File: src/rtl/cpu_step_ctrl_if.sv
// Pipeline-side bundle of the run/step sequencer.
//   bp_en, bp_addr : breakpoint enable and byte address (pipeline -> ctrl)
//   pc_in          : current PC from the PC register      (pipeline -> ctrl)
//   cpu_ce         : one-clk clock-enable pulse           (ctrl -> pipeline)
//   halted         : 1 whenever the sequencer is not in RUN
//   state_o        : 00 HALT, 01 RUN, 10 STEP, 11 BREAK
//   ce_cnt         : count of cpu_ce pulses since reset
// master = the sequencer, slave = the pipeline / display side.
interface cpu_step_ctrl_if;
    localparam int unsigned AddrW = 32;
    localparam int unsigned CntW  = 32;

    logic             bp_en;
    logic [AddrW-1:0] bp_addr;
    logic [AddrW-1:0] pc_in;
    logic             cpu_ce;
    logic             halted;
    logic [1:0]       state_o;
    logic [CntW-1:0]  ce_cnt;

    modport master (
        input  bp_en, bp_addr, pc_in,
        output cpu_ce, halted, state_o, ce_cnt
    );

    modport slave (
        output bp_en, bp_addr, pc_in,
        input  cpu_ce, halted, state_o, ce_cnt
    );
endinterface

File: src/rtl/cpu_step_ctrl.sv
// Run/step/breakpoint sequencer for the 5-stage CPU. Issues a registered
// one-clk cpu_ce that gates the pipeline, with prescaled or full-rate free
// run, debounced single-step and a PC-match breakpoint; counts pulses.
// Ports:
//   clk, rstn  : board clock, async active-low reset
//   run_sw     : async level, rising edge requests RUN, low forces HALT
//   fast_sw    : async level, 1 = RUN pulses every clk
//   step_btn   : raw push-button, debounced rising edge = one step
//   bus        : cpu_step_ctrl_if.master (bp_en, bp_addr, pc_in in;
//                cpu_ce, halted, state_o, ce_cnt out)
module cpu_step_ctrl #(
    parameter int unsigned DIV_W     = 25,
    parameter int unsigned DB_CYCLES = 1000000
) (
    input  logic            clk,
    input  logic            rstn,
    input  logic            run_sw,
    input  logic            fast_sw,
    input  logic            step_btn,
    cpu_step_ctrl_if.master bus
);
    localparam int unsigned DbW  = (DB_CYCLES > 2) ? $clog2(DB_CYCLES) : 1;
    localparam int unsigned CntW = 32;

    typedef enum logic [1:0] {
        StHalt  = 2'b00,
        StRun   = 2'b01,
        StStep  = 2'b10,
        StBreak = 2'b11
    } state_t;

    logic [1:0]       runSyncQ;
    logic [1:0]       fastSyncQ;
    logic [1:0]       stepSyncQ;
    logic             runPrevQ;
    logic             dbLevelQ;
    logic             dbPrevQ;
    logic [DbW-1:0]   dbCntQ;
    logic [DIV_W-1:0] prescQ;
    state_t           stateQ;
    state_t           stateNext;
    logic             cpuCeQ;
    logic             ceNext;
    logic             armedQ;
    logic             armedNext;
    logic             haltedQ;
    logic [CntW-1:0]  ceCnt;

    logic runSync;
    logic runRise;
    logic stepPulse;
    logic tick;
    logic bpHit;

    assign runSync   = runSyncQ[1];
    assign runRise   = runSync & ~runPrevQ;
    assign stepPulse = dbLevelQ & ~dbPrevQ;
    assign tick      = fastSyncQ[1] | (&prescQ);
    assign bpHit     = bus.bp_en & (bus.pc_in == bus.bp_addr);

    // Input synchronizers and step-button debounce.
    always_ff @(posedge clk or negedge rstn) begin
        if (!rstn) begin
            runSyncQ  <= '0;
            fastSyncQ <= '0;
            stepSyncQ <= '0;
            runPrevQ  <= 1'b0;
            dbLevelQ  <= 1'b0;
            dbPrevQ   <= 1'b0;
            dbCntQ    <= '0;
        end else begin
            runSyncQ  <= {runSyncQ[0], run_sw};
            fastSyncQ <= {fastSyncQ[0], fast_sw};
            stepSyncQ <= {stepSyncQ[0], step_btn};
            runPrevQ  <= runSyncQ[1];
            dbPrevQ   <= dbLevelQ;
            // Any sample agreeing with the accepted level restarts the wait.
            if (stepSyncQ[1] == dbLevelQ) begin
                dbCntQ <= '0;
            end else if (dbCntQ == DbW'(DB_CYCLES - 1)) begin
                dbLevelQ <= stepSyncQ[1];
                dbCntQ   <= '0;
            end else begin
                dbCntQ <= dbCntQ + DbW'(1);
            end
        end
    end

    // Prescaler runs only in RUN; it is zero on every entry into RUN.
    always_ff @(posedge clk or negedge rstn) begin
        if (!rstn) begin
            prescQ <= '0;
        end else if (stateQ == StRun) begin
            prescQ <= prescQ + DIV_W'(1);
        end else begin
            prescQ <= '0;
        end
    end

    // State register, registered outputs and pulse counter.
    always_ff @(posedge clk or negedge rstn) begin
        if (!rstn) begin
            stateQ  <= StHalt;
            cpuCeQ  <= 1'b0;
            armedQ  <= 1'b0;
            haltedQ <= 1'b1;
            ceCnt   <= '0;
        end else begin
            stateQ  <= stateNext;
            cpuCeQ  <= ceNext;
            armedQ  <= armedNext;
            haltedQ <= (stateNext != StRun);
            ceCnt   <= ceCnt + CntW'(cpuCeQ);
        end
    end

    // Next-state logic. armed stays clear until the first pulse after RUN
    // entry so resuming from a breakpoint steps past the matching PC.
    always_comb begin
        stateNext = stateQ;
        ceNext    = 1'b0;
        armedNext = armedQ;
        case (stateQ)
            StHalt: begin
                if (runRise) begin
                    stateNext = StRun;
                    armedNext = 1'b0;
                end else if (stepPulse) begin
                    stateNext = StStep;
                end
            end
            StRun: begin
                if (!runSync) begin
                    stateNext = StHalt;
                end else if (tick) begin
                    if (armedQ && bpHit) begin
                        stateNext = StBreak;
                    end else begin
                        ceNext    = 1'b1;
                        armedNext = 1'b1;
                    end
                end
            end
            StStep: begin
                ceNext    = 1'b1;
                stateNext = StHalt;
            end
            StBreak: begin
                if (stepPulse) begin
                    stateNext = StStep;
                end else if (!runSync) begin
                    stateNext = StHalt;
                end
            end
            default: stateNext = StHalt;
        endcase
    end

    assign bus.cpu_ce  = cpuCeQ;
    assign bus.halted  = haltedQ;
    assign bus.state_o = stateQ;
    assign bus.ce_cnt  = ceCnt;
endmodule

File: src/flat_wrapper.sv
// flat-port wrapper written by rule: the top's interface ports become plain ports
module cpu_step_ctrl_flat 
#(
    parameter int unsigned DIV_W     = 25,
    parameter int unsigned DB_CYCLES = 1000000
)
  (clk, rstn, run_sw, fast_sw, step_btn, bus_bp_en, bus_bp_addr, bus_pc_in, bus_cpu_ce, bus_halted, bus_state_o, bus_ce_cnt);
  cpu_step_ctrl_if bus_i ();
  input  logic clk;
  input  logic rstn;
  input  logic run_sw;
  input  logic fast_sw;
  input  logic step_btn;
  input wire logic [$bits(bus_i.bp_en)-1:0] bus_bp_en;
  input wire logic [$bits(bus_i.bp_addr)-1:0] bus_bp_addr;
  input wire logic [$bits(bus_i.pc_in)-1:0] bus_pc_in;
  output wire logic [$bits(bus_i.cpu_ce)-1:0] bus_cpu_ce;
  output wire logic [$bits(bus_i.halted)-1:0] bus_halted;
  output wire logic [$bits(bus_i.state_o)-1:0] bus_state_o;
  output wire logic [$bits(bus_i.ce_cnt)-1:0] bus_ce_cnt;
  assign bus_i.bp_en = bus_bp_en;
  assign bus_i.bp_addr = bus_bp_addr;
  assign bus_i.pc_in = bus_pc_in;
  assign bus_cpu_ce = bus_i.cpu_ce;
  assign bus_halted = bus_i.halted;
  assign bus_state_o = bus_i.state_o;
  assign bus_ce_cnt = bus_i.ce_cnt;
  cpu_step_ctrl #(.DIV_W(DIV_W), .DB_CYCLES(DB_CYCLES)) u_core (.clk(clk), .rstn(rstn), .run_sw(run_sw), .fast_sw(fast_sw), .step_btn(step_btn), .bus(bus_i));
endmodule
File: config.mk
export PLATFORM = sky130hd
export DESIGN_NAME = cpu_step_ctrl_flat
export DESIGN_NICKNAME = d
export VERILOG_FILES = /design/src/rtl/cpu_step_ctrl_if.sv /design/src/rtl/cpu_step_ctrl.sv /design/src/flat_wrapper.sv
export SDC_FILE = /design/constraint.sdc
export NUM_CORES = 1
export LEC_CHECK = 0
export ABC_AREA = 1
export BUFFER_PORTS_ARGS = -buffer_cell sky130_fd_sc_hd__buf_2
export CORE_UTILIZATION = 55
export CTS_CLUSTER_DIAMETER = 200
export DETAILED_ROUTE_END_ITERATION = 12
export PLACE_DENSITY = 0.8
export SYNTH_ARGS = -nofsm -noshare
export SYNTH_HDL_FRONTEND = slang
export SYNTH_SLANG_ARGS = --single-unit
File: constraint.sdc
create_clock -name clk -period 2.09 [get_ports clk]
set_input_delay 0.1045 -clock clk [delete_from_list [all_inputs] [get_ports clk]]
set_output_delay 0.1045 -clock clk [all_outputs]
set_load 0.02 [all_outputs]
## Word level (Yosys, flattened, before mapping)

Cells that the tools add are included.

- Logic and storage cells: 60
- Register bits after elaboration: 91
- Output and inout port bits: 36

- Bitwise operators: 7
- Add/subtract/negate cells: 3
- Reductions and logical operators: 6
- Mux-type cells: 20
- Eq/ne operators: 11

Operator list:

| kind | count |
|---|---|
| two-way mux 20 bit | 2 |
| adder 32 x 1 -> 32 bit | 1 |
| equality test 32 bit | 1 |
| adder 25 x 1 -> 25 bit (second input constant) | 1 |
| two-way mux 25 bit | 1 |
| AND reduction 25 bit | 1 |
| adder 20 x 1 -> 20 bit (second input constant) | 1 |
| equality test 20 bit (second input constant) | 1 |
| two-way mux 2 bit | 7 |
| inequality test 2 x 1 -> 1 bit (second input constant) | 4 |
| one-hot mux 2 bit (4 select lines) | 1 |
| two-way mux 1 bit | 7 |
| AND reduction 5 bit | 1 |
| equality test 2 bit (second input constant) | 2 |
| one-hot mux 1 bit (2 select lines) | 2 |
| AND 1 bit | 3 |
| NOT 1 bit | 3 |
| equality test 2 x 1 -> 1 bit (second input constant) | 1 |
| zero test 2 bit | 1 |
| inequality test 2 bit (second input constant) | 1 |
| AND reduction 2 bit | 1 |
| nonzero test 2 bit | 1 |
| equality test 1 bit | 1 |
| logical AND 1 bit | 1 |
| OR 1 bit | 1 |

## Longest topological paths before layout

Gate-level depths: netlist of run 1.

- Depth after elaboration: 8
- Gate-level depth with buffers: 14
- Depth with buffers taken out: 14

## Worst setup path before layout of run 1

No wires, ideal clock.

- Path type: register -> register
- Start point: reg u_core.cpuCeQ, in the netlist u_core.bus.cpu_ce
- End point: reg u_core.ceCnt[24], in the netlist u_core.bus.ce_cnt[24]
- Stages on the path, launching flop included: 11
- Buffers on the path: 0
- Clock period less this slack: 1.877 ns
- Arrival: 1.747 ns
- Path slack: 0.213 ns
- Cells stage by stage: dfrtp_1 ha_1 ha_1 nand2_4 nor2_4 nand3_2 nor2_4 nand3_2 nor2_2 nand3_1 xnor2_1

- Cells in the longest elaborated chain, start to end: 1

RTL lines:

| element | line | text |
|---|---|---|
| from (decl) | cpu_step_ctrl.sv:42 | `logic cpuCeQ;` |
| from (signal assigned) | cpu_step_ctrl.sv:110 | `cpuCeQ <= ceNext;` |
| adder 32 x 1 -> 32 bit | cpu_step_ctrl.sv:113 | `ceCnt <= ceCnt + CntW'(cpuCeQ);` |
| to (signal assigned) | cpu_step_ctrl.sv:113 |  |
| to (decl) | cpu_step_ctrl.sv:47 | `logic [CntW-1:0] ceCnt;` |

Every way passes these cells.
A chain may end at the register's enable or synchronous reset.

## Worst setup path in the final report of run 1

Ends and elaborated chain as after synthesis.

==> results of run 1 <==
flip-flops by register name, summed over array words and instances (netlist names):
name / count
u_core.armedQ: 1
u_core.bus.ce_cnt: 32
u_core.bus.cpu_ce: 1
u_core.bus.halted: 1
u_core.bus.state_o: 2
u_core.dbCntQ: 20
u_core.dbLevelQ: 1
u_core.dbPrevQ: 1
u_core.fastSyncQ: 2
u_core.prescQ: 25
u_core.runPrevQ: 1
u_core.runSyncQ: 2
u_core.stepSyncQ: 2
layer usage:
metal	global-route usage (%)	share of wire (%)	vias up
met5	0	0	-
met4	6.31	0.98	0
met1	29.1	44	2086
met3	5.76	4.9	13
li1	-	-	2215
met2	42.0	50	102
final timing paths:
check / end / slack, ns / cells after the start
setup / recovery: u_core.bus.ce_cnt[24] / 0.15 / 10
hold / removal: u_core.dbCntQ[7] / 0.30 / 2
setup reg to reg: u_core.bus.ce_cnt[24] / 0.15 / 10
hold reg to reg: u_core.fastSyncQ[1] / 0.35 / 0
max in group asynchronous: u_core.prescQ[11] / 1.18 / 3
min in group clk: u_core.bus.state_o[0] / 0.34 / 8
power by group through the flow:
stage | Clock [mW] | Combinational [mW] | Sequential, mW
4_1_cts | 1.18 | 0.711 | 1.94
3_5_place_dp | 0 | 0.703 | 1.97
6_report | 1.16 | 0.710 | 1.94
5_1_grt | 1.26 | 0.802 | 1.96
3_3_place_gp | 0 | 0.675 | 1.97
2_1_floorplan | 0 | 0.358 | 2.03
critical path, delay by kind of cell (launching register included):
kind          cells  cell delay, ns
xor+xnor          1            0.18
simple gates      7            0.79
fa+ha+maj         2            0.53
flops             1            0.36
stage by stage:
stage          util, %  instance area [µm²]
6_report          67.8                 5940
5_1_grt           67.8                 5940
4_1_cts           67.6                 5920
3_5_place_dp      64.8                 5680
3_3_place_gp      64.8                 5680
2_1_floorplan        -                 4980
what timing repair did:
item | in CTS | in global routing
gates resized for setup | 0 | 2
hold buffers | 4 | 0
buffers inserted | 0 | 1
hold endpoints to repair | 47 | 0
setup endpoints to repair | 0 | 2
cells by family after synthesis:
kind of cell / synth area share [%]
xor+xnor: 7.91
mux: 0.226
flops: 45.7
compound gates: 6.27
fa+ha+maj: 2.01
buf+inv: 7.91
simple gates: 30.0
area by class of cell:
type	instances	area, µm²	area share, %
Timing Repair Buffer	115	626	10.5
Tap cell	108	135	2.28
Clock inverter	4	32.5	0.548
Sequential cell	91	2280	38.4
Multi-Input combinational cell	433	2320	39.1
Clock buffer	12	165	2.78
Inverter	101	379	6.38
placed cells by master, fill, tap and decap left out, types with 2 or more instances in the layout:
| cell type | synthesis | layout |
|---|---|---|
| nor2_2 | 12 | 11 |
| o21a_1 | 5 | 5 |
| o21ai_0 | 19 | 19 |
| nor3_2 | 7 | 7 |
| buf_2 | 0 | 104 |
| a31oi_1 | 2 | 2 |
| o22ai_1 | 2 | 2 |
| xnor2_1 | 17 | 17 |
| clkbuf_8 | 0 | 12 |
| nand2_1 | 149 | 149 |
| a211oi_1 | 2 | 2 |
| clkinvlp_4 | 0 | 2 |
| nor2_1 | 80 | 80 |
| nand4_1 | 10 | 10 |
| inv_1 | 95 | 95 |
| dlygate4sd3_1 | 0 | 4 |
| nor3_1 | 20 | 20 |
| nor4_1 | 5 | 5 |
| xor2_1 | 28 | 28 |
| nand3_2 | 4 | 5 |
| nand3_1 | 23 | 22 |
| a21oi_1 | 25 | 25 |
| inv_2 | 5 | 5 |
| ha_1 | 8 | 8 |
| buf_4 | 0 | 6 |
| dfrtp_1 | 90 | 90 |
| nor2_4 | 5 | 6 |
==> results.sh, run 1 <==
export IMPL_critPathMaxFanout=5
export IMPL_pwr_share_clk_pct=30.4
export IMPL_worstPathArrival_ns=2.22
export IMPL_ys_async_sr_fraction_pct=100
export IMPL_wirelength_um=10400
export IMPL_core_area_mm2=0.00876
export IMPL_hold_slack_ns=0.298
export IMPL_total_power_mw=3.81
export IMPL_relSlewSlack_pct=58.0
export IMPL_cts_buffer_depth=2
export IMPL_p_int_mw=2.66
export IMPL_hp_class="input pin to async pin"
export IMPL_cts_tree="done"
export IMPL_min_period_ns=1.94
export IMPL_cellPowerDensity_mw_per_mm2=641
export IMPL_ioPinCount=106
export IMPL_cp_end_kind="flop"
export IMPL_synth_top_area_share_pct=45.2
export IMPL_period_share_pct=92.6
export IMPL_cp_required_ns=2.37
export IMPL_vias_per_cell=5.11
export IMPL_synth_top_cells_by_area="dfrtp_1 (45%), nand2_1 (11%), inv_1 (7.2%)"
export IMPL_syn_to_final_growth_pct=19.1
export IMPL_hpwl_um=7970
export IMPL_rsz0062_at_grt="true"
export IMPL_crit_type="flop to flop"
export IMPL_antenna_cells=0
export IMPL_gp_congestion=0.874
export IMPL_tightest_slew_ns=0.631
export IMPL_setup_worst_path_start="u_core.bus.cpu_ce"
export IMPL_first_pass_iters=4
export IMPL_grt_pass1_vias=4312
export IMPL_drt_initial_drc_count=238
export IMPL_place_ws_ns=0.158
export IMPL_dieWidth_um=97.2
export IMPL_netlist_cell_type_count=35
export IMPL_portBuffers=105
export IMPL_hold_viol_final=0
export IMPL_grt_max_degree=49
export IMPL_initial_utilization_pct=56.9
export IMPL_ant_nets=0
export IMPL_grt_overflow_total=0
export IMPL_ys_ff_latch=91
export IMPL_pwr_share_seq_pct=51.0
export IMPL_via_count=4416
export IMPL_fin_nets=829
export IMPL_antenna_found_initial=0
export IMPL_synth_edf_count=0
export IMPL_fillers=704
export IMPL_status="completed"
export IMPL_synth_nets=707
export IMPL_syn_area_mm2=0.00498
export IMPL_p_leak_nw=3.07
export IMPL_synth_avg_cell_area_um2=7.92
export IMPL_slowest_stage="dfrtp_1"
export IMPL_maxCapViolCount=0
export IMPL_slew_violations=0
export IMPL_regToRegStartpoint="u_core.bus.cpu_ce"
export IMPL_swShare_pct=30.2
export IMPL_die_area_mm2=0.00945
export IMPL_combinationalPowerShare_pct=18.6
export IMPL_yosysSeqAreaShare_pct=45.7
export IMPL_route_detailed_drc=0
export IMPL_fin_tns_setup_ns=0
export IMPL_irDropWorstVdd_mv=0.397
export IMPL_routedWlPerCell_um=12.1
export IMPL_cts_clk_slew_worst_paths_ns=0.09
export IMPL_chipHeight_um=97.2
export IMPL_worst_slack_ns=0.155
export IMPL_synthCells=629
export IMPL_clk_latency_ns=0.37
export IMPL_cts_root_buf="clkbuf_8"
export IMPL_critPathMaxStageDelay_ns=0.36
export IMPL_final_cells=864
export IMPL_layout_drive_gt1_share_pct=22.4
export IMPL_skew_ns=0.0122
export IMPL_start_kind="flop"
export IMPL_setup_violations=0
export IMPL_row_count=34
export IMPL_fmax_mhz=517
export IMPL_grt_usage_pct=23.8
export IMPL_path_cells="ha_1, ha_1, nand2_4, nor2_4, nand3_2, nor2_4, nand3_2, nor2_2, nand3_1, xnor2_1"
export IMPL_dp_cells=843
export IMPL_net_switching_power_mw=1.15
export IMPL_synth_most_common_cell="nand2_1"
export IMPL_synth_top_area_cell="dfrtp_1"
export IMPL_grt_pass1_wl_um=18500
export IMPL_ys_warn_count=0
export IMPL_cts_made_buffers=9
export IMPL_cts_sinks=91
export IMPL_dominantRegCellSynth="dfrtp_1"
export IMPL_cts_htree_levels=3
export IMPL_synth_top_cells_by_count="nand2_1 (149), inv_1 (95), dfrtp_1 (90)"
(Power assumes the default switching activity.)
==> inputs of run 2 (changes only) <==
Settings changed: ABC_AREA 1 to not set, CORE_UTILIZATION 55 to 54.
==> results.sh, run 2 <==
export IMPL_clk_latency_ns=0.34
export IMPL_place_ws_ns=0.221
export IMPL_synth_top_area_share_pct=50.0
export IMPL_wirelength_um=9000
export IMPL_synth_nets=494
export IMPL_synthCells=416
export IMPL_final_common_cell="buf_2"
export IMPL_relSlewSlack_pct=68.3
export IMPL_ys_async_sr_fraction_pct=100
export IMPL_worst_slack_ns=0.209
export IMPL_cts_made_buffers=9
export IMPL_antenna_found_initial=0
export IMPL_ioPinCount=106
export IMPL_grt_pass1_vias=3408
export IMPL_setup_worst_path_start="u_core.prescQ[0]"
export IMPL_gp_congestion=0.801
export IMPL_critPathMaxFanout=7
export IMPL_ys_warn_count=0
export IMPL_min_period_ns=1.88
export IMPL_maxCapViolCount=0
export IMPL_yosysSeqAreaShare_pct=50.6
export IMPL_cts_root_buf="clkbuf_8"
export IMPL_hp_class="input pin to async pin"
export IMPL_crit_type="flop to flop"
export IMPL_ant_nets=0
export IMPL_dominantRegCellSynth="dfrtp_1"
export IMPL_hold_viol_final=0
export IMPL_cts_buffer_depth=2
export IMPL_mostFrequentLayoutCells="buf_2 (104), dfrtp_1 (90), xor2_1 (57)"
export IMPL_drt_initial_drc_count=106
export IMPL_skew_ns=0.00951
export IMPL_p_leak_nw=2.66
export IMPL_cts_clk_slew_worst_paths_ns=0.08
export IMPL_tightest_slew_ns=0.475
export IMPL_first_pass_iters=4
export IMPL_vias_per_cell=5.22
export IMPL_routedWlPerCell_um=14.1
export IMPL_critPathMaxStageDelay_ns=0.39
export IMPL_grt_max_degree=39
export IMPL_hpwl_um=6730
export IMPL_cellPowerDensity_mw_per_mm2=709
export IMPL_cp_end_kind="flop"
export IMPL_syn_area_mm2=0.00451
export IMPL_route_detailed_drc=0
export IMPL_synth_avg_cell_area_um2=10.8
export IMPL_initial_utilization_pct=57.1
export IMPL_slowest_stage="dfrtp_1"
export IMPL_core_area_mm2=0.00789
export IMPL_dieWidth_um=93.3
export IMPL_portBuffers=105
export IMPL_path_cells="ha_1, nand3_2, nor3_4, a41oi_2, nor4_2, o21a_2, nand2b_1"
export IMPL_grt_overflow_total=0
export IMPL_synth_top_cells_by_count="dfrtp_1 (90), xor2_1 (57), xnor2_1 (43)"
export IMPL_die_area_mm2=0.00871
export IMPL_largest_register_ffs=32
export IMPL_final_cells=639
export IMPL_cts_tree="done"
export IMPL_postCtsSetupBuffers=0
export IMPL_irDropWorstVdd_mv=0.532
export IMPL_antenna_cells=0
export IMPL_slew_violations=0
export IMPL_syn_to_final_growth_pct=20.6
export IMPL_regToRegStartpoint="u_core.prescQ[0]"
export IMPL_fmax_mhz=532
export IMPL_period_share_pct=90.0
export IMPL_via_count=3336
export IMPL_netlist_cell_type_count=44
export IMPL_dp_cells=622
export IMPL_ys_ff_latch=91
export IMPL_synth_top_area_cell="dfrtp_1"
export IMPL_grt_pass1_wl_um=15400
export IMPL_rsz0062_at_grt="false"
export IMPL_fin_tns_setup_ns=0
export IMPL_chipHeight_um=93.3
export IMPL_synth_edf_count=0
export IMPL_cts_htree_levels=3
export IMPL_cts_sinks=91
export IMPL_cp_required_ns=2.38
export IMPL_start_kind="flop"
export IMPL_worstPathArrival_ns=2.17
export IMPL_total_power_mw=3.85
export IMPL_fin_nets=613
export IMPL_grt_usage_pct=22.6
export IMPL_layout_drive_gt1_share_pct=25.9
export IMPL_row_count=32
export IMPL_synth_top_cells_by_area="dfrtp_1 (50%), xor2_1 (11%), xnor2_1 (8.4%)"
export IMPL_synth_most_common_cell="dfrtp_1"
export IMPL_status="completed"
export IMPL_setup_violations=0
-- run 2: cell types whose count changed after synthesis, sizes merged, moves of 18 or more --
| cell | change |
|---|---|
| nor3 | -20 |
| a21oi | -24 |
| inv | -93 |
| nor2 | -67 |
| and2 | +18 |
| nand2 | -123 |
| xor2 | +29 |
| xnor2 | +26 |
-- run 2: timing repair --
item / in CTS / in global routing
hold endpoints to repair: 38 / 0
hold buffers: 4 / 0
gates resized for setup: 0 / 0
-- run 2: area by class of cell --
type                       count  area (µm²)
inverter                       7        26.3
clock buffer                  10         128
multi-input combinational    311        2170
sequential                    91        2280
timing repair buffer         115         613
tap                          102         128
fill                         611        2450
clock inverter                 3        90.1
-- run 2: worst paths after layout --
| kind | to | slack (ns) | cells after the start |
|---|---|---|---|
| setup / recovery | u_core.bus.halted | 0.21 | 7 |
| min in group clk | u_core.bus.state_o[1] | 0.28 | 4 |
| max in group asynchronous | u_core.bus.halted | 1.14 | 3 |
| setup reg to reg | u_core.bus.halted | 0.21 | 7 |
| hold / removal | u_core.prescQ[17] | 0.25 | 2 |
| hold reg to reg | u_core.fastSyncQ[1] | 0.35 | 0 |
-- run 2: stage by stage --
step	hold slack, ns	util [%]	cell area [µm²]
finish	0.248	68.9	5430
global route	0.292	68.9	5430
CTS	0.252	68.9	5430
detailed placement	0.101	65.6	5170
global placement	0.0916	65.6	5170
floorplan	-0.191	-	4510
-- run 2: cell families (layout without fill, tap and decap cells) --
group,after synthesis,in the layout,synth area share [%]
compound gates,20,20,3.31
xor+xnor,100,100,19.4
fa+ha+maj,8,8,2.22
buf+inv,14,135,1.28
flops,91,91,50.6
mux,1,1,0.250
simple gates,182,182,22.9
-- run 2: layer usage --
layer / vias to the layer above / share of wire, % / track usage, %
li1: 1657 / - / -
met4: 0 / 1.2 / 8.08
met1: 1634 / 43 / 27.3
met3: 10 / 2.7 / 4.96
met2: 35 / 53 / 39.8
met5: - / 0 / 0
-- run 2: worst max-delay path: cells and delay by family (launching register included) --
family,cells,cell delay [ns]
and+or+nand+nor,4,0.85
DFF,1,0.39
AOI/OAI and AO/OA,2,0.39
adders and majority gates,1,0.21
-- run 2: power breakdown --
part | internal, mW | switching (mW) | total [mW] | leakage (nW)
clock | 0.776 | 0.560 | 1.34 | 0.108
sequential | 1.85 | 0.0752 | 1.93 | 1.24
combinational | 0.246 | 0.341 | 0.587 | 1.31
total | 2.88 | 0.976 | 3.85 | 2.66
==> inputs of run 3 (changes only) <==
Settings changed: CORE_UTILIZATION 54 to 30, PLACE_DENSITY 0.8 to not set, SETUP_SLACK_MARGIN set to 0.15.
Clock period 2.09 ns to 2.35 ns, I/O delays scaled along.
==> results.sh, run 3 (synthesis results as in run 2) <==
export IMPL_clk_latency_ns=0.34
export IMPL_setup_violations=0
export IMPL_period_share_pct=79.7
export IMPL_cts_clk_slew_worst_paths_ns=0.07
export IMPL_net_switching_power_mw=1.01
export IMPL_cts_made_buffers=9
export IMPL_slew_violations=0
export IMPL_hold_viol_final=0
export IMPL_antenna_found_initial=0
export IMPL_drt_initial_drc_count=160
export IMPL_fin_tns_setup_ns=0
export IMPL_pwr_share_clk_pct=38.4
export IMPL_cts_resized=0
export IMPL_cts_buffer_depth=2
export IMPL_crit_type="flop to flop"
export IMPL_routedWlPerCell_um=12.7
export IMPL_status="completed"
export IMPL_grt_max_degree=47
export IMPL_cts_root_buf="clkbuf_16"
export IMPL_cts_tree="done"
export IMPL_vias_per_cell=4.67
export IMPL_cp_end_kind="flop"
export IMPL_hpwl_um=6850
export IMPL_grt_pass1_wl_um=16200
export IMPL_skew_ns=0.0104
export IMPL_wirelength_um=9150
export IMPL_fmax_mhz=534
export IMPL_dieWidth_um=125
export IMPL_pwr_share_seq_pct=47.3
export IMPL_route_detailed_drc=0
export IMPL_portBuffers=105
export IMPL_start_kind="flop"
export IMPL_swShare_pct=27.6
export IMPL_syn_to_final_growth_pct=24.7
export IMPL_p_leak_nw=2.69
export IMPL_min_period_ns=1.87
export IMPL_critPathMaxFanout=8
export IMPL_grt_usage_pct=12.7
export IMPL_worstPathArrival_ns=2.10
export IMPL_hold_slack_ns=0.232
export IMPL_fin_nets=612
export IMPL_ioPinCount=106
export IMPL_cellPowerDensity_mw_per_mm2=648
export IMPL_core_area_mm2=0.0146
export IMPL_p_int_mw=2.64
export IMPL_gp_congestion=0.812
export IMPL_cp_required_ns=2.58
export IMPL_grt_pass1_vias=3505
export IMPL_chipHeight_um=125
export IMPL_fin_util_pct=38.5
export IMPL_grt_overflow_total=0
export IMPL_row_count=44
export IMPL_rsz0062_at_grt="false"
export IMPL_layout_drive_gt1_share_pct=26.3
export IMPL_die_area_mm2=0.0155
export IMPL_tightest_slew_ns=0.413
export IMPL_ant_nets=0
export IMPL_first_pass_iters=4
export IMPL_initial_utilization_pct=30.9
export IMPL_cts_htree_levels=3
export IMPL_via_count=3377
export IMPL_final_common_cell="buf_2"
export IMPL_hp_class="input pin to async pin"
export IMPL_relSlewSlack_pct=72.2
export IMPL_irDropWorstVdd_mv=0.334
export IMPL_maxCapViolCount=0
export IMPL_mostFrequentLayoutCells="buf_2 (104), dfrtp_1 (90), xor2_1 (57)"
export IMPL_combinationalPowerShare_pct=14.3
export IMPL_total_power_mw=3.64
export IMPL_antenna_cells=0
export IMPL_cts_sinks=91
export IMPL_largest_register_ffs=32
-- run 3: cell count changes in the layout (fill, tap and decap cells not counted) --
| cell | previous run | this run |
|---|---|---|
| buf_4 | 7 | 5 |
| clkinv_8 | 0 | 1 |
| clkbuf_1 | 1 | 0 |
| bufinv_16 | 3 | 0 |
| inv_6 | 0 | 2 |
| clkbuf_8 | 9 | 1 |
| clkbuf_16 | 0 | 9 |
| buf_12 | 0 | 1 |
| clkinv_4 | 0 | 2 |
| clkinvlp_4 | 0 | 1 |
-- run 3: final timing paths --
| kind | slack (ns) | start | endpoint | cells past startpoint |
|---|---|---|---|---|
| hold / removal | 0.23 | rstn | u_core.prescQ[11] | 2 |
| max in group asynchronous | 1.45 | rstn | u_core.bus.halted | 3 |
| setup reg to reg | 0.48 | u_core.bus.cpu_ce | u_core.bus.ce_cnt[22] | 7 |
| hold reg to reg | 0.35 | u_core.stepSyncQ[0] | u_core.stepSyncQ[1] | 0 |
| setup / recovery | 0.48 | u_core.bus.cpu_ce | u_core.bus.ce_cnt[22] | 7 |
| min in group clk | 0.28 | bus_bp_en | u_core.bus.state_o[1] | 4 |
-- run 3: per-layer routing --
layer / vias up / routed length (µm) / global-route usage, %
met3: 12 / 267 / 3.78
li1: 1654 / - / -
met2: 40 / 4600 / 22.1
met4: 0 / 128 / 3.90
met1: 1671 / 4150 / 14.9
met5: - / 0 / 0
-- run 3: critical path, stage by stage, from the launching register on --
cell and delay [ns]:
dfrtp_1 0.36, ha_1 0.20, ha_1 0.21, nand3_1 0.14, nor2_1 0.14, and4_1 0.41
nand4_1 0.16, xnor2_1 0.14
-- run 3: repair_timing --
item                      CTS  global route
hold endpoints to repair   28             0
buffers inserted            0             0
hold buffers                4             0
-- run 3: power groups by stage --
stage                     Sequential (mW)  Clock, mW  Combinational, mW
after CTS                            1.72       1.45              0.532
after global routing                 1.73       1.52              0.584
after floorplan                      1.79          0              0.249
final                                1.72       1.40              0.521
after detailed placement             1.75          0              0.523
after global placement               1.75          0              0.514
-- run 3: area by class of cell --
type,instances,area [µm²]
Clock inverter,6,58.8
Fill cell,1413,8970
Clock buffer,10,239
Tap cell,184,230
Timing Repair Buffer,114,618
Sequential cell,91,2280
Inverter,7,26.3
Multi-Input combinational cell,311,2170
-- run 3: per-stage QoR --
step | instances | instance area (µm²) | setup WS [ns]
finish | 723 | 5620 | 0.477
global route | 723 | 5620 | 0.265
CTS | 723 | 5620 | 0.461
detailed placement | 703 | 5280 | 0.482
global placement | 703 | 5280 | 0.538
floorplan | 416 | 4510 | 0.427
